### src/rtl/keypad_emulator_pkg.sv
// Shared keypad definitions: key-code to {row,col} map and emulator FSM states.
// The scanner decode imports the same table so both ends agree on the layout.
package keypad_pkg;

  typedef enum logic [2:0] {
    ST_IDLE  = 3'd0,
    ST_MAKE  = 3'd1,
    ST_HOLD  = 3'd2,
    ST_BREAK = 3'd3,
    ST_DONE  = 3'd4
  } kp_state_e;

  typedef struct packed {
    logic [1:0] row;
    logic [1:0] col;
  } key_pos_t;

  // Indexed by hex key code; entry is {row,col}, row/col 0 = top/left.
  localparam logic [3:0] KEY_MAP [16] = '{
    4'b1101, 4'b0000, 4'b0001, 4'b0010,   // 0 1 2 3
    4'b0100, 4'b0101, 4'b0110, 4'b1000,   // 4 5 6 7
    4'b1001, 4'b1010, 4'b0011, 4'b0111,   // 8 9 A B
    4'b1011, 4'b1111, 4'b1100, 4'b1110    // C D E F
  };

  function automatic key_pos_t key_pos(input logic [3:0] code);
    key_pos_t p;
    p = key_pos_t'(KEY_MAP[code]);
    return p;
  endfunction

endpackage

### src/rtl/keypad_emulator_if.sv
// Scanner-facing bus of the keypad emulator: press command, column drive and row response.
interface keypad_emulator_if #(
  parameter int HOLD_W = 24
) ();

  logic              start;
  logic [3:0]        key;
  logic [HOLD_W-1:0] hold_cycles;
  logic              bounce_en;
  logic [3:0]        cols;
  logic [3:0]        rows;
  logic              busy;
  logic              done;

  modport master (
    output start, key, hold_cycles, bounce_en, cols,
    input  rows, busy, done
  );

  modport slave (
    input  start, key, hold_cycles, bounce_en, cols,
    output rows, busy, done
  );

endinterface

### src/rtl/keypad_emulator_bounce_gen.sv
// Contact bounce burst generator: starts at init_level, toggles every PERIOD cycles,
// and flags done on the cycle whose edge applies the final toggle.
module keypad_emulator_bounce_gen #(
  parameter int PERIOD  = 600,
  parameter int TOGGLES = 8
) (
  input  logic clk,
  input  logic rst_n,
  input  logic start,
  input  logic init_level,
  output logic level,
  output logic done
);

  localparam int PW = (PERIOD > 1) ? $clog2(PERIOD) : 1;
  localparam int TW = (TOGGLES > 1) ? $clog2(TOGGLES) : 1;
  localparam logic [PW-1:0] PER_LAST = PW'(PERIOD - 1);
  localparam logic [TW-1:0] TOG_LAST = TW'(TOGGLES - 1);

  logic          active_r;
  logic          level_r;
  logic [PW-1:0] per_cnt_r;
  logic [TW-1:0] tog_cnt_r;
  logic          per_end_s;
  logic          last_s;

  assign per_end_s = active_r && (per_cnt_r == PER_LAST);
  assign last_s    = per_end_s && (tog_cnt_r == TOG_LAST);
  assign level     = level_r;
  assign done      = last_s;

  // Period and toggle counters plus the bouncing contact level.
  always_ff @(posedge clk or negedge rst_n) begin
    if (!rst_n) begin
      active_r  <= 1'b0;
      level_r   <= 1'b0;
      per_cnt_r <= {PW{1'b0}};
      tog_cnt_r <= {TW{1'b0}};
    end else if (start) begin
      active_r  <= 1'b1;
      level_r   <= init_level;
      per_cnt_r <= {PW{1'b0}};
      tog_cnt_r <= {TW{1'b0}};
    end else if (per_end_s) begin
      level_r   <= ~level_r;
      per_cnt_r <= {PW{1'b0}};
      if (last_s) begin
        active_r  <= 1'b0;
        tog_cnt_r <= {TW{1'b0}};
      end else begin
        tog_cnt_r <= tog_cnt_r + TW'(1);
      end
    end else if (active_r) begin
      per_cnt_r <= per_cnt_r + PW'(1);
    end else begin
      per_cnt_r <= {PW{1'b0}};
    end
  end

endmodule

### src/rtl/keypad_emulator.sv
// 4x4 matrix keypad emulator: one commanded key press with optional make/break bounce.
// Rows respond combinationally to Cols, as a passive switch matrix would.
module keypad_emulator
  import keypad_pkg::*;
#(
  parameter int BOUNCE_PERIOD  = 600,
  parameter int BOUNCE_TOGGLES = 8,
  parameter int HOLD_W         = 24
) (
  input  logic              clk,
  input  logic              rst_n,
  keypad_emulator_if.slave  bus
);

  kp_state_e         state_r, next_s;
  logic [1:0]        key_row_r, key_col_r;
  logic              bounce_r;
  logic [HOLD_W-1:0] hold_cnt_r;
  logic              busy_r, done_r;
  logic              cap_s, bg_start_s, bg_init_s;
  logic              bg_level_s, bg_done_s;
  logic              contact_s;
  logic [3:0]        rows_s;
  key_pos_t          pos_s;

  assign pos_s = key_pos(bus.key);

  keypad_emulator_bounce_gen #(
    .PERIOD  (BOUNCE_PERIOD),
    .TOGGLES (BOUNCE_TOGGLES)
  ) u_bounce (
    .clk        (clk),
    .rst_n      (rst_n),
    .start      (bg_start_s),
    .init_level (bg_init_s),
    .level      (bg_level_s),
    .done       (bg_done_s)
  );

  // Next-state decode; bounce bursts are launched on entry to MAKE and BREAK.
  always_comb begin
    next_s     = state_r;
    cap_s      = 1'b0;
    bg_start_s = 1'b0;
    bg_init_s  = 1'b0;
    case (state_r)
      ST_IDLE: begin
        if (bus.start) begin
          cap_s = 1'b1;
          if (bus.bounce_en) begin
            next_s     = ST_MAKE;
            bg_start_s = 1'b1;
            bg_init_s  = 1'b1;
          end else begin
            next_s = ST_HOLD;
          end
        end else begin
          next_s = ST_IDLE;
        end
      end
      ST_MAKE: begin
        if (bg_done_s) next_s = ST_HOLD;
        else           next_s = ST_MAKE;
      end
      ST_HOLD: begin
        if (hold_cnt_r == {HOLD_W{1'b0}}) begin
          if (bounce_r) begin
            next_s     = ST_BREAK;
            bg_start_s = 1'b1;
            bg_init_s  = 1'b0;
          end else begin
            next_s = ST_DONE;
          end
        end else begin
          next_s = ST_HOLD;
        end
      end
      ST_BREAK: begin
        if (bg_done_s) next_s = ST_DONE;
        else           next_s = ST_BREAK;
      end
      ST_DONE: next_s = ST_IDLE;
      default: next_s = ST_IDLE;
    endcase
  end

  // State, captured command and hold countdown.
  always_ff @(posedge clk or negedge rst_n) begin
    if (!rst_n) begin
      state_r    <= ST_IDLE;
      key_row_r  <= 2'd0;
      key_col_r  <= 2'd0;
      bounce_r   <= 1'b0;
      hold_cnt_r <= {HOLD_W{1'b0}};
      busy_r     <= 1'b0;
      done_r     <= 1'b0;
    end else begin
      state_r <= next_s;
      busy_r  <= (next_s != ST_IDLE);
      done_r  <= (next_s == ST_DONE);
      if (cap_s) begin
        key_row_r  <= pos_s.row;
        key_col_r  <= pos_s.col;
        bounce_r   <= bus.bounce_en;
        hold_cnt_r <= (bus.hold_cycles == {HOLD_W{1'b0}}) ? {HOLD_W{1'b0}}
                                                          : bus.hold_cycles - HOLD_W'(1);
      end else if ((state_r == ST_HOLD) && (hold_cnt_r != {HOLD_W{1'b0}})) begin
        hold_cnt_r <= hold_cnt_r - HOLD_W'(1);
      end else begin
        hold_cnt_r <= hold_cnt_r;
      end
    end
  end

  // Contact closure from registered state and bounce level only.
  always_comb begin
    case (state_r)
      ST_HOLD:           contact_s = 1'b1;
      ST_MAKE, ST_BREAK: contact_s = bg_level_s;
      default:           contact_s = 1'b0;
    endcase
  end

  // Switch matrix: the key's row follows its column only while closed.
  always_comb begin
    rows_s = 4'b1111;
    if (contact_s && !bus.cols[key_col_r]) begin
      rows_s[key_row_r] = 1'b0;
    end else begin
      rows_s = 4'b1111;
    end
  end

  assign bus.rows = rows_s;
  assign bus.busy = busy_r;
  assign bus.done = done_r;

endmodule

### src/flat_wrapper.sv
// flat-port wrapper written by rule: the top's interface ports become plain ports
module keypad_emulator_flat import keypad_pkg::*;
#(
  parameter int BOUNCE_PERIOD  = 600,
  parameter int BOUNCE_TOGGLES = 8,
  parameter int HOLD_W         = 24
)
  (clk, rst_n, bus_start, bus_key, bus_hold_cycles, bus_bounce_en, bus_cols, bus_rows, bus_busy, bus_done);
  keypad_emulator_if #(.HOLD_W(HOLD_W)) bus_i ();
  input  logic clk;
  input  logic rst_n;
  input wire logic [$bits(bus_i.start)-1:0] bus_start;
  input wire logic [$bits(bus_i.key)-1:0] bus_key;
  input wire logic [$bits(bus_i.hold_cycles)-1:0] bus_hold_cycles;
  input wire logic [$bits(bus_i.bounce_en)-1:0] bus_bounce_en;
  input wire logic [$bits(bus_i.cols)-1:0] bus_cols;
  output wire logic [$bits(bus_i.rows)-1:0] bus_rows;
  output wire logic [$bits(bus_i.busy)-1:0] bus_busy;
  output wire logic [$bits(bus_i.done)-1:0] bus_done;
  assign bus_i.start = bus_start;
  assign bus_i.key = bus_key;
  assign bus_i.hold_cycles = bus_hold_cycles;
  assign bus_i.bounce_en = bus_bounce_en;
  assign bus_i.cols = bus_cols;
  assign bus_rows = bus_i.rows;
  assign bus_busy = bus_i.busy;
  assign bus_done = bus_i.done;
  keypad_emulator #(.BOUNCE_PERIOD(BOUNCE_PERIOD), .BOUNCE_TOGGLES(BOUNCE_TOGGLES), .HOLD_W(HOLD_W)) u_core (.clk(clk), .rst_n(rst_n), .bus(bus_i));
endmodule
### config.mk
export PLATFORM = sky130hd
export DESIGN_NAME = keypad_emulator_flat
export DESIGN_NICKNAME = d
export VERILOG_FILES = /design/src/rtl/keypad_emulator_pkg.sv /design/src/rtl/keypad_emulator_if.sv /design/src/rtl/keypad_emulator_bounce_gen.sv /design/src/rtl/keypad_emulator.sv /design/src/flat_wrapper.sv
export SDC_FILE = /design/constraint.sdc
export NUM_CORES = 1
export LEC_CHECK = 0
export CORE_UTILIZATION = 49
export CTS_BUF_LIST = sky130_fd_sc_hd__clkbuf_2 sky130_fd_sc_hd__clkbuf_4 sky130_fd_sc_hd__clkbuf_8
export DETAILED_ROUTE_END_ITERATION = 10
export DONT_BUFFER_PORTS = 1
export SLEW_MARGIN = 40
export SYNTH_ARGS = -nofsm -noshare
export SYNTH_HDL_FRONTEND = slang
export SYNTH_SLANG_ARGS = --single-unit
### constraint.sdc
create_clock -name clk -period 3.4 [get_ports clk]
set_clock_uncertainty 0.2 [all_clocks]
set_input_delay 0.51 -clock clk [delete_from_list [all_inputs] [get_ports clk]]
set_output_delay 0.51 -clock clk [all_outputs]
set_load 0.01 [all_outputs]
* Word level (Yosys, flattened, before mapping) *
Memory sizes are Yosys's and may differ from the RTL's. A register that Yosys moved wholly into a read port is not among the register bits.
Cells that the tools add are included.

storage, ports and cells
  output and inout port bits = 6
  memories kept = 1
  ROM bits = 64
  register bits = 45
  word-level logic and storage cells = 78
  bits of input ports = 36

cells by class
  $lt $le $gt $ge = 3
  reductions and logical operators = 17
  $add $sub $neg = 4
  mux-type cells = 35
  equality and inequality tests = 6
  bitwise logic cells = 3

memory list
  name              depth  bits a word  rd ports  clocked after Yosys merged registers in  wr ports  line                       source
  (name not given)  16     4            1         1                                        0         keypad_emulator_pkg.sv:28  p = key_pos_t'(KEY_MAP[code]);

operator list
  cell                   count
  $mux 24                3
  $logic_not 24->1       2
  $sub 24x1->24 const B  2
  $mux 10                3
  $reduce_bool 24->1     1
  $mux 3                 6
  $mux 1                 14
  $pmux 3 s4             1
  $add 10x1->10 const B  1
  $eq 10x10->1 const B   1
  $eq 3x2->1 const B     2
  $eq 3x3->1 const B     2
  $lt 2x3->1 const B     2
  $mux 2                 3
  $reduce_bool 2->1      3
  $logic_and 1x1->1      5
  $not 4->5              1
  $mux 4                 1
  $not 4->4              1
  $pmux 1 s2             2
  $add 3x1->3 const B    1
  $eq 3x1->1 const B     1
  $logic_not 3->1        1
  $reduce_bool 3->1      1
  7 further kinds        8

* Longest topological paths before layout *
Gate-level depths: netlist of the first run.

  depth in word-level cells = 6
  mapped depth = 9
  gate-level depth less buffers = 7

* Cells and area by module *
Synthesis of the first run repeated with hierarchy kept, for this count alone.

unflattened totals
  cell total of the unflattened synthesis = 391
  area, all modules = 3358.2 um^2

modules (own cells, without submodules)
  module                      area an instance (um^2)  seq. area each (um^2)  times used  cells an instance
  keypad_emulator             2590.0                   850.8                  1           318
  keypad_emulator_bounce_gen  768.2                    375.4                  1           73

* Worst setup path before layout of the first run *
OpenSTA, ideal clock, no wires.

  path kind = input -> register
  start = input bus_hold_cycles[18]
  end = register u_core.hold_cnt_r[17]
  cell stages on the path = 7
  path buffers = 2
  data required time = 3.056 ns
  setup time = 0.144 ns
  arrival = 2.248 ns
  slack = 0.808 ns
  path through = or4_4 or4_1 or3_1 buf_6 nand2_8 buf_12 o211ai_2

between the ends
  word-level cells in the longest chain between the ends = 3

RTL lines
  item                  line                    source
  from (decl)           flat_wrapper.sv:14      input wire logic [$bits(bus_i.hold_cycles)-1:0] bus_hold_cycles;
  $logic_not 24->1      keypad_emulator.sv:105  hold_cnt_r <= (bus.hold_cycles == {HOLD_W{1'b0}}) ? {HOLD_W{1'b0}}
  $mux 24               keypad_emulator.sv:105
  $mux 24               keypad_emulator.sv:101  if (cap_s) begin
  to (signal assigned)  keypad_emulator.sv:105
  to (signal assigned)  keypad_emulator.sv:108  hold_cnt_r <= hold_cnt_r - HOLD_W'(1);
  to (signal assigned)  keypad_emulator.sv:110  hold_cnt_r <= hold_cnt_r;
  to (decl)             keypad_emulator.sv:18   logic [HOLD_W-1:0] hold_cnt_r;

No other way between the ends.
A chain may end at the register's enable or synchronous reset.

* Worst setup path after layout of the first run *
  start = register u_core.hold_cnt_r[10]
  end = register u_core.state_r[0]

between the ends
  word-level cells in the longest chain between the ends = 3

RTL lines
  item                    line                    source
  from (signal assigned)  keypad_emulator.sv:94   hold_cnt_r <= {HOLD_W{1'b0}};
  from (signal assigned)  keypad_emulator.sv:105
  from (signal assigned)  keypad_emulator.sv:108
  $logic_not 24->1        keypad_emulator.sv:66   if (hold_cnt_r == {HOLD_W{1'b0}}) begin
  $mux 3                  keypad_emulator.sv:66
  $pmux 3 s4              keypad_emulator.sv:46   case (state_r)
  via u_core.next_s[0]    keypad_emulator.sv:15   kp_state_e state_r, next_s;
  to (signal assigned)    keypad_emulator.sv:98   state_r <= next_s;
  to (decl)               keypad_emulator.sv:15

The timed path passes the listed nets, and every way through them passes these cells.

==> results of run 1 <==
per-layer routing:
metal  global-route usage (%)  routed length (um)  up-vias  part of all wire [%]
li1                         -                   -     1384                     -
met1                     30.9                3660     1308                    49
met2                     36.1                3480       35                    47
met3                     3.83                 207        6                   2.8
met4                     4.08                  53        0                  0.72
met5                        0                   0        -                     0
cell type report:
| class | instances | area [um^2] | share of cell area (%) |
|---|---|---|---|
| Clock buffer | 6 | 76.3 | 2.15 |
| Tap cell | 77 | 96.3 | 2.72 |
| Inverter | 11 | 41.3 | 1.17 |
| Sequential cell | 49 | 1230 | 34.6 |
| Timing Repair Buffer | 11 | 105 | 2.97 |
| Clock inverter | 2 | 10.0 | 0.282 |
| Multi-Input combinational cell | 293 | 1990 | 56.1 |
worst paths after layout:
check,end,cells after the start
max,u_core.state_r[0]$_DFF_PN0_,5
min,u_core.bus.busy$_DFF_PN0_,2
max reg2reg,u_core.state_r[0]$_DFF_PN0_,5
min reg2reg,u_core.u_bounce.per_cnt_r[0]$_DFF_PN0_,1
max in group asynchronous,u_core.hold_cnt_r[21]$_DFFE_PN0P_,2
min in group asynchronous,u_core.u_bounce.per_cnt_r[0]$_DFF_PN0_,2
synth_stat cells, drive strengths merged (2+ instances only):
cell      n  area, um^2
nand2b    3        18.8
nor4bb    2        20.0
o21bai    2        15.0
nor3b     5        42.5
nand3b    4        30.0
or2       2        12.5
nor4     11        75.1
nor3     24         120
o211ai   21         183
nor2b     6        37.5
or4       8        63.8
nand3    18        90.1
a211oi    2        15.0
and4      2        17.5
inv      11        41.3
o221ai    3        26.3
a21oi    10        50.1
buf       4        40.0
o21a      3        22.5
and2      3        18.8
nor2     30         113
and3      7        43.8
o2111ai   3        26.3
ha        7        87.6
dfrtp    49        1230
or3      15        93.8
o21ai    11        55.1
xnor2    26         228
nand4     9        56.3
nor4b     2        23.8
o311ai    3        26.3
mux2i     4        40.0
nand2    25         110
clkbuf    7        26.3
o22ai     5        50.1
xor2      8        70.1
flip-flops by register name, indices dropped and copies added, names as in the netlist:
| signal | count |
|---|---|
| u_core.key_row_r | 2 |
| u_core.state_r | 3 |
| u_core.u_bounce.active_r | 1 |
| u_core.u_bounce.tog_cnt_r | 3 |
| u_core.u_bounce.per_cnt_r | 10 |
| u_core.bounce_r | 1 |
| u_core.hold_cnt_r | 24 |
| u_core.u_bounce.level | 1 |
| u_core.bus.busy | 1 |
| u_core.bus.done | 1 |
| u_core.key_col_r | 2 |
timing repair:
action,4_1_cts,5_1_grt
hold buffers,2,0
hold endpoints to repair,49,0
gates resized for setup,0,0
power by group:
group	internal, mW	switching, mW
sequential	0.589	0.00858
clock	0.151	0.195
combinational	0.0331	0.0392
critical path, stage by stage, from the launching register on:
cell and delay, ns:
dfrtp_1 0.43, nor4_1 0.57, and4_1 0.37, nand2_1 0.16, o21ai_0 0.55, o21bai_1 0.20
logic make-up (layout without fill, tap and decap cells):
group / after synthesis / in the layout
adder cells (fa/ha/maj): 7 / 7
buffers and inverters: 22 / 30
flip-flops: 49 / 49
AO/OA/AOI/OAI: 70 / 70
multiplexers: 5 / 5
AND/OR/NAND/NOR: 177 / 177
XOR/XNOR: 34 / 34
==> flow_summary.json, run 1 <==
{
  "post_synth_and_or_nand_nor_area_fraction_pct": 30.1,
  "power_density_nw_per_um2": 287,
  "synth.ff_latch_count": 49,
  "overflow": 0,
  "initialDrtViolationCount": 139,
  "total_wire_length_after_detailed_routing_um": 7410,
  "clock_tree.buffer_depth": 2,
  "slew-limit-headroom_pct": 54.8,
  "fin_hold_ws_ns": 0.141,
  "worstSetupStartpoint": "u_core.hold_cnt_r[10]$_DFFE_PN0P_",
  "worstPathArrival_ns": 2.57,
  "synth_top_flop_cell": "dfrtp_1",
  "numCtsBuffers": 5,
  "gp_congestion": 0.881,
  "drt_pre_antenna_iters": 4,
  "yosys_warnings": 0,
  "cp.required_ns": 3.43,
  "yosysSeqAreaShare_pct": 37.0,
  "post-dp-hpwl_um": 5500,
  "syn-cell-area_um2": 3310,
  "fmax_mhz": 393,
  "cts_post_setup_buffers_inserted": 0,
  "dp_worst_setup_slack_ns": 0.611,
  "grt_first_pass_wirelength_um": 12500,
  "synth_area_in_compound_gates_pct": 16.2,
  "synthXorXnorAreaFrac_pct": 8.99,
  "synth.mux.area_fraction_pct": 1.89,
  "synth_edf_count": 0,
  "result_of_the_run": "complete, no violations",
  "timing.critical_path.to_type": "flip-flop",
  "layout_cell_share_with_drive_strength_beyond_1_pct": 9.68,
  "number_of_antenna_violations_at_the_first_check_in_global_routing": 0,
  "htree_num_levels": 2,
  "globalRouteTotalUtil_pct": 22.0,
  "ios": 42,
  "timing.rr.start": "u_core.hold_cnt_r[10]$_DFFE_PN0P_",
  "design.final.nets": 414,
  "criticalPathCategory": "flip-flop to flip-flop",
  "rsz0062_at_grt": "false",
  "peakVddDrop_uv": 147,
  "die_y_um": 84.2,
  "yosys.area_share.adder_pct": 2.64,
  "cts_tree": "built",
  "core.rowCount": 29,
  "final_critical_path_required_period_ns": 2.55,
  "floorplan.die.width_um": 84.2,
  "worst_hold_startpoint": "bus_start",
  "finalHoldViolations": 0,
  "final_critical_path_setup_slack_ns": 0.854,
  "min_path_type": "input port to flip-flop",
  "syn-mean-instance-area_um2": 9.10,
  "remaining_number_of_nets_flagged_by_the_antenna_check_after_routing": 0,
  "max-cap-violations": 0,
  "report.final.slew_viol_count": 0,
  "mostFrequentLayoutCells": "49 x dfrtp_1, 30 x nor2_1, 26 x xnor2_1",
  "finalSetupViolations": 0,
  "clk_root_buffer_cell": "clkbuf_8",
  "critical_path.startpoint_type": "flip-flop",
  "syn2layout_area_growth_pct": 6.95,
  "final_common_cell": "dfrtp_1",
  "buffer_ports.inserted": 0,
  "pin_count_of_the_biggest_net_entering_global_routing": 50,
  "synth_cells": 364,
  "max_slew.worst_pin.slew_ns": 0.660,
  "n_fill_cell": 610,
  "combinational_family_with_the_most_area_after_synthesis": "simple AND/OR/NAND/NOR gates",
  "routed_vias_inst": 6.09,
  "vias": 2733,
  "design_power_total_mw": 1.02,
  "cts.sink_count": 49,
  "initial_utilization_pct": 51.6,
  "first_global_vias": 2600,
  "clock_insertion_delay_worst_skew_ns": 0.30,
  "synthDistinctLibCells": 55,
  "post_detailed_placement_cell_area_um2": 3420,
  "coreArea_um2": 6420,
  "worst_setup_hold_path_clk_slew_ns": 0.09,
  "setup_total_negative_slack_ns": 0,
  "avgRoutedWirePerCell_um": 16.5,
  "asyncSetResetFlopFracSynth_pct": 100,
  "detail_route.drc_violations": 0,
  "insertedDiodeCount": 0,
  "finalInstanceArea_um2": 3540,
  "r2r_slack_ns": 0.85,
  "layout_worst_path_cycle_share_pct": 74.9,
  "critical_path_peak_fanout": 6,
  "final-instance-count-excl-fill": 449,
  "synth.net_count": 407,
  "die_area_um2": 7090,
  "power.leakage_nw": 1.26,
  "final_core_util_pct": 55.2,
  "placedCellCount": 439
}
No activity file was read; power rests on OpenSTA's default activity.
==> run 2: changes to the inputs <==
Clock period 3.4 ns to 2.5 ns, I/O delays scaled along.
==> run 2 against run 1 <==
Flip-flop and latch count is the same. Critical path depth is 1 higher. Wire length grew 0.20%. Largest cell class unchanged.
==> flow_summary.json, run 2 (synthesis results as in run 1) <==
{
  "result_of_the_run": "complete, no violations",
  "floorplan.die.width_um": 84.2,
  "buffer_ports.inserted": 0,
  "min_path_type": "input port to flip-flop",
  "total_wire_length_after_detailed_routing_um": 7420,
  "post_detailed_placement_cell_area_um2": 3520,
  "fmax_mhz": 424,
  "avgRoutedWirePerCell_um": 16.1,
  "share_seq_of_total_power_pct": 55.3,
  "pin_count_of_the_biggest_net_entering_global_routing": 50,
  "finalSetupViolations": 0,
  "mostFrequentLayoutCells": "49 x dfrtp_1, 30 x nor2_1, 26 x xnor2_1",
  "routed_vias_inst": 6.03,
  "max-cap-violations": 0,
  "final-instance-count-excl-fill": 462,
  "placedCellCount": 453,
  "numCtsBuffers": 5,
  "worstReg2RegEnd": "u_core.hold_cnt_r[17]$_DFFE_PN0P_",
  "final_common_cell": "dfrtp_1",
  "first_global_vias": 2728,
  "largest_register": "u_core.hold_cnt_r",
  "reg.largest.list": "u_core.hold_cnt_r (24), u_core.u_bounce.per_cnt_r (10)",
  "die_y_um": 84.2,
  "timing.critical_path.cells": "nor4_1 -> buf_4 -> and3_1 -> o211ai_1 -> o311ai_0 -> o211ai_2",
  "finalInstanceArea_um2": 3670,
  "critical_path.n_buffers_inverters": 1,
  "clock_insertion_delay_worst_skew_ns": 0.30,
  "finalHoldViolations": 0,
  "cts_post_setup_buffers_inserted": 0,
  "overflow": 0,
  "timing.reg2reg.worst_path_depth": 6,
  "vias": 2785,
  "pwr-share-comb_pct": 6.8,
  "report.final.slew_viol_count": 0,
  "slew-limit-headroom_pct": 69.1,
  "remaining_number_of_nets_flagged_by_the_antenna_check_after_routing": 0,
  "p_switching_uw": 330,
  "clock_tree.buffer_depth": 2,
  "post-dp-hpwl_um": 5650,
  "max_stage_delay_ns": 0.47,
  "power_density_nw_per_um2": 401,
  "power_frac_clock_pct": 37.9,
  "htree_num_levels": 2,
  "critical_path.startpoint_type": "flip-flop",
  "worst_setup_hold_path_clk_slew_ns": 0.09,
  "design.final.nets": 428,
  "largest_register_ff_count": 24,
  "cts.sink_count": 49,
  "cp.required_ns": 2.47,
  "globalRouteTotalUtil_pct": 22.6,
  "internal_dissipation_mw": 1.14,
  "worstPathArrival_ns": 2.33,
  "gp_congestion": 0.856,
  "peakVddDrop_uv": 185,
  "core.rowCount": 29,
  "timing.rr.start": "u_core.hold_cnt_r[2]$_DFFE_PN0P_",
  "die_area_um2": 7090,
  "ios": 42,
  "layout_cell_share_with_drive_strength_beyond_1_pct": 12.7,
  "sw_frac_of_total_pct": 22.5,
  "clk_root_buffer_cell": "clkbuf_8",
  "cts_tree": "built",
  "drt_pre_antenna_iters": 4,
  "insertedDiodeCount": 0,
  "critical_path_peak_fanout": 8,
  "layout_worst_path_cycle_share_pct": 94.4,
  "initial_utilization_pct": 51.6,
  "criticalPathCategory": "flip-flop to flip-flop",
  "number_of_antenna_violations_at_the_first_check_in_global_routing": 0,
  "final_critical_path_required_period_ns": 2.36,
  "critical-path-slowest-cell": "dfrtp_1",
  "whs_path_depth": 2,
  "detail_route.drc_violations": 0,
  "rsz0062_at_grt": "false",
  "power.leakage_nw": 1.33,
  "syn2layout_area_growth_pct": 10.6,
  "n_fill_cell": 610,
  "path_delay_family": "compound AO/OA/AOI/OAI gates",
  "r2r_slack_ns": 0.14,
  "max_slew.worst_pin.slew_ns": 0.452,
  "grt_first_pass_wirelength_um": 12800,
  "timing.critical_path.to_type": "flip-flop",
  "initialDrtViolationCount": 89,
  "worst_hold_path.endpoint": "u_core.bus.busy$_DFF_PN0_",
  "coreArea_um2": 6420,
  "worst_hold_startpoint": "bus_start"
}
run 2: changes by cell type in the layout (fill, tap and decap cells not counted):
cell       previous run  this run
clkinv_2              2         1
bufinv_16             0         1
buf_4                 9        23
clkbuf_4              1         0
run 2: area by class of cell:
type | instances | area [um^2] | area share (%)
Sequential cell | 49 | 1230 | 33.4
Tap cell | 77 | 96.3 | 2.63
Clock buffer | 5 | 68.8 | 1.88
Timing Repair Buffer | 25 | 210 | 5.73
Clock inverter | 2 | 35.0 | 0.956
Inverter | 11 | 41.3 | 1.13
Multi-Input combinational cell | 293 | 1990 | 54.2
run 2: layer usage:
metal  routed length (um)  GRT usage, %
met1                 3620          31.4
met2                 3540          37.6
met3                  208          3.34
met4                   42          4.86
met5                    0             0
run 2: worst max path at each step:
stage | startpoint | end | slack, ns | depth (start not counted)
6_report | u_core.hold_cnt_r[2]$_DFFE_PN0P_ | u_core.hold_cnt_r[17]$_DFFE_PN0P_ | 0.14 | 6
3_5_place_dp | bus_hold_cycles[18] | u_core.hold_cnt_r[18]$_DFFE_PN0P_ | -0.09 | 5
4_1_cts | u_core.state_r[0]$_DFF_PN0_ | bus_rows[0] | 0.19 | 6
3_3_place_gp | bus_hold_cycles[18] | u_core.hold_cnt_r[7]$_DFFE_PN0P_ | -0.06 | 5
2_1_floorplan | bus_hold_cycles[18] | u_core.hold_cnt_r[17]$_DFFE_PN0P_ | 0.04 | 7
5_1_grt | u_core.hold_cnt_r[12]$_DFFE_PN0P_ | u_core.hold_cnt_r[1]$_DFFE_PN0P_ | 0.008 | 7
run 2: power by group through the flow:
stage / clock, mW / sequential (mW) / combinational [mW]
final: 0.557 / 0.813 / 0.100
after global routing: 0.606 / 0.815 / 0.113
after CTS: 0.572 / 0.812 / 0.103
after detailed placement: 0 / 0.828 / 0.0798
after global placement: 0 / 0.828 / 0.0784
after floorplan: 0 / 0.825 / 0.0641
run 2: metrics by stage:
step	setup TNS, ns	setup slack, ns	utilization, %	hold WS (ns)	total power [mW]
CTS	0	0.189	57.1	0.00331	1.49
global placement	-0.445	-0.0594	54.9	-0.119	0.907
finish	0	0.141	57.1	0.0116	1.47
detailed placement	-0.941	-0.0887	54.9	-0.119	0.908
global route	0	0.00818	57.1	0.00322	1.53
floorplan	0	0.0426	-	-0.121	0.889
run 2: repair_timing:
item	CTS	global route
gates resized for setup	0	0
hold buffers	2	0
hold endpoints to repair	49	0
==> run 3: changes to the inputs <==
Settings changed: CORE_ASPECT_RATIO set to 1.4, SKIP_LAST_GASP set to 1.
Clock period 2.5 ns to 2.2 ns, I/O delays scaled along.
==> run 3 against run 2 <==
Core utilization increased by 4.3 points. Flip-flop and latch count unchanged. Total power increased by 17%. Critical path type unchanged. Critical endpoint is now u_core.hold_cnt_r[15]$_DFFE_PN0P_. Largest power group unchanged. Sequential share of layout area decreased by 3.1 points. Count of clock-buffer cells in the layout unchanged. Register-to-register slack got worse by 0.12 ns. First-iteration DRC count decreased by 6.7%. Worst hold slack improved by 0.029 ns. Global-route usage increased by 1.2 points. Non-clock buffer count increased by 31.
==> flow_summary.json, run 3 (synthesis results as in run 1) <==
{
  "cts_tree": "built",
  "finalHoldViolations": 0,
  "critical_path_peak_fanout": 6,
  "finalInstanceArea_um2": 4030,
  "number_of_antenna_violations_at_the_first_check_in_global_routing": 0,
  "fmax_mhz": 459,
  "crit_top_cell": "buf_4",
  "syn2layout_area_growth_pct": 21.8,
  "critical-path-slowest-cell": "dfrtp_1",
  "power.leakage_nw": 1.50,
  "grt_first_pass_wirelength_um": 13500,
  "path_delay_family": "simple AND/OR/NAND/NOR gates",
  "timing.critical_path.cells": "buf_4 -> nor4_4 -> buf_4 -> and3_4 -> o211ai_1 -> buf_4 -> or3_1 -> nand3_1",
  "critical_path.n_buffers_inverters": 3,
  "gp_congestion": 0.882,
  "insertedDiodeCount": 0,
  "worst-path-stages": 8,
  "timing.reg2reg.worst_path_depth": 8,
  "remaining_number_of_nets_flagged_by_the_antenna_check_after_routing": 0,
  "avgRoutedWirePerCell_um": 16.5,
  "cp.required_ns": 2.25,
  "final_critical_path_setup_slack_ns": 0.0235,
  "largest_register": "u_core.hold_cnt_r",
  "power_frac_clock_pct": 38.7,
  "rsz0062_at_grt": "true",
  "share_seq_of_total_power_pct": 53.8,
  "pwr-share-comb_pct": 7.5,
  "clk_root_buffer_cell": "clkbuf_8",
  "clock_insertion_delay_worst_skew_ns": 0.31,
  "timing.rr.start": "u_core.hold_cnt_r[0]$_DFFE_PN0P_",
  "clock_tree.buffer_depth": 2,
  "cts.sink_count": 49,
  "numCtsBuffers": 5,
  "coreArea_um2": 6570,
  "total_wire_length_after_detailed_routing_um": 8130,
  "first_global_vias": 2957,
  "max_stage_delay_ns": 0.40,
  "worstReg2RegEnd": "u_core.hold_cnt_r[15]$_DFFE_PN0P_",
  "result_of_the_run": "complete, no violations",
  "max-cap-violations": 0,
  "mostFrequentLayoutCells": "52 x buf_4, 49 x dfrtp_1, 29 x nor2_1",
  "cp-endpoint": "u_core.hold_cnt_r[15]$_DFFE_PN0P_",
  "post_detailed_placement_cell_area_um2": 3710,
  "dp_worst_setup_slack_ns": -0.222,
  "internal_dissipation_mw": 1.31,
  "die_area_um2": 7100,
  "globalRouteTotalUtil_pct": 23.8,
  "core.rowCount": 35,
  "report.final.slew_viol_count": 0,
  "final_core_util_pct": 61.4,
  "worst_setup_hold_path_clk_slew_ns": 0.09,
  "critical_path.startpoint_type": "flip-flop",
  "worstSetupStartpoint": "u_core.hold_cnt_r[0]$_DFFE_PN0P_",
  "worstPathArrival_ns": 2.22,
  "drt_pre_antenna_iters": 4,
  "criticalPathCategory": "flip-flop to flip-flop",
  "sw_frac_of_total_pct": 23.5,
  "floorplan.die.width_um": 71.5,
  "setup_total_negative_slack_ns": 0,
  "final_critical_path_required_period_ns": 2.18,
  "final_common_cell": "buf_4",
  "min_path_type": "input port to flip-flop",
  "finalSetupViolations": 0,
  "initial_utilization_pct": 50.4,
  "largest_register_ff_count": 24,
  "slew-limit-headroom_pct": 73.6,
  "die_y_um": 99.3,
  "routed_vias_inst": 6.04,
  "buffer_ports.inserted": 0,
  "max_slew.worst_pin.slew_ns": 0.393,
  "overflow": 0,
  "timing.critical_path.to_type": "flip-flop",
  "peakVddDrop_uv": 242,
  "p_switching_uw": 404,
  "r2r_slack_ns": 0.02,
  "detail_route.drc_violations": 0,
  "layout_worst_path_cycle_share_pct": 98.9,
  "initialDrtViolationCount": 83,
  "power_density_nw_per_um2": 426,
  "design.final.nets": 459,
  "layout_cell_share_with_drive_strength_beyond_1_pct": 24.9,
  "vias": 2967,
  "pin_count_of_the_biggest_net_entering_global_routing": 50,
  "ios": 42,
  "reg.largest.list": "u_core.hold_cnt_r (24), u_core.u_bounce.per_cnt_r (10)",
  "post-dp-hpwl_um": 5960,
  "htree_num_levels": 2
}
-- run 3: worst min path at each step --
stage	startpoint	end	slack, ns	cells past startpoint
finish	bus_key[1]	u_core.key_col_r[1]$_DFFE_PN0P_	0.04	3
detailed placement	rst_n	u_core.key_col_r[1]$_DFFE_PN0P_	-0.16	0
global placement	rst_n	u_core.key_col_r[1]$_DFFE_PN0P_	-0.16	0
floorplan	rst_n	u_core.bounce_r$_DFFE_PN0P_	-0.17	0
CTS	bus_bounce_en	u_core.bounce_r$_DFFE_PN0P_	0.01	2
global route	bus_hold_cycles[19]	u_core.hold_cnt_r[19]$_DFFE_PN0P_	0.04	2
-- run 3: area by class of cell --
class / instances / area, um^2
Clock inverter: 3 / 46.3
Inverter: 11 / 41.3
Timing Repair Buffer: 56 / 448
Clock buffer: 5 / 68.8
Fill cell: 591 / 2530
Tap cell: 74 / 92.6
Sequential cell: 49 / 1230
Multi-Input combinational cell: 293 / 2110
-- run 3: metrics by stage --
stage          power [mW]  hold slack, ns  instances
3_3_place_gp         1.04          -0.165        474
4_1_cts              1.73          0.0132        487
5_1_grt              1.78          0.0419        491
3_5_place_dp         1.04          -0.164        474
2_1_floorplan        1.01          -0.166        364
6_report             1.72          0.0406        491
-- run 3: power groups by stage --
stage          logic [mW]  clock network, mW  registers [mW]
5_1_grt             0.146              0.707           0.926
6_report            0.129              0.665           0.924
4_1_cts             0.129              0.679           0.922
3_3_place_gp       0.0968                  0           0.939
2_1_floorplan      0.0730                  0           0.938
3_5_place_dp       0.0984                  0           0.940
-- run 3: metal layers --
layer  GRT usage (%)  part of all wire (%)  routed length [um]  vias up
li1                -                     -                   -     1473
met4            6.94                   1.7                 138        0
met3            3.04                   2.8                 224       11
met5               0                     0                   0        -
met2            44.5                    52                4260       60
met1            28.2                    43                3500     1423
-- run 3: repair_timing --
item | 4_1_cts | 5_1_grt
setup endpoints to repair | 6 | 32
resized for setup | 3 | 27
hold endpoints to repair | 51 | 0
buffers inserted | 1 | 4
cloned | 0 | 0
hold buffers | 4 | 0
pin swaps | 1 | 3
-- run 3: tightest hold or removal path: cells and delay by family --
| kind | cells | cell delay [ns] |
|---|---|---|
| AO/OA/AOI/OAI | 3 | 0.18 |
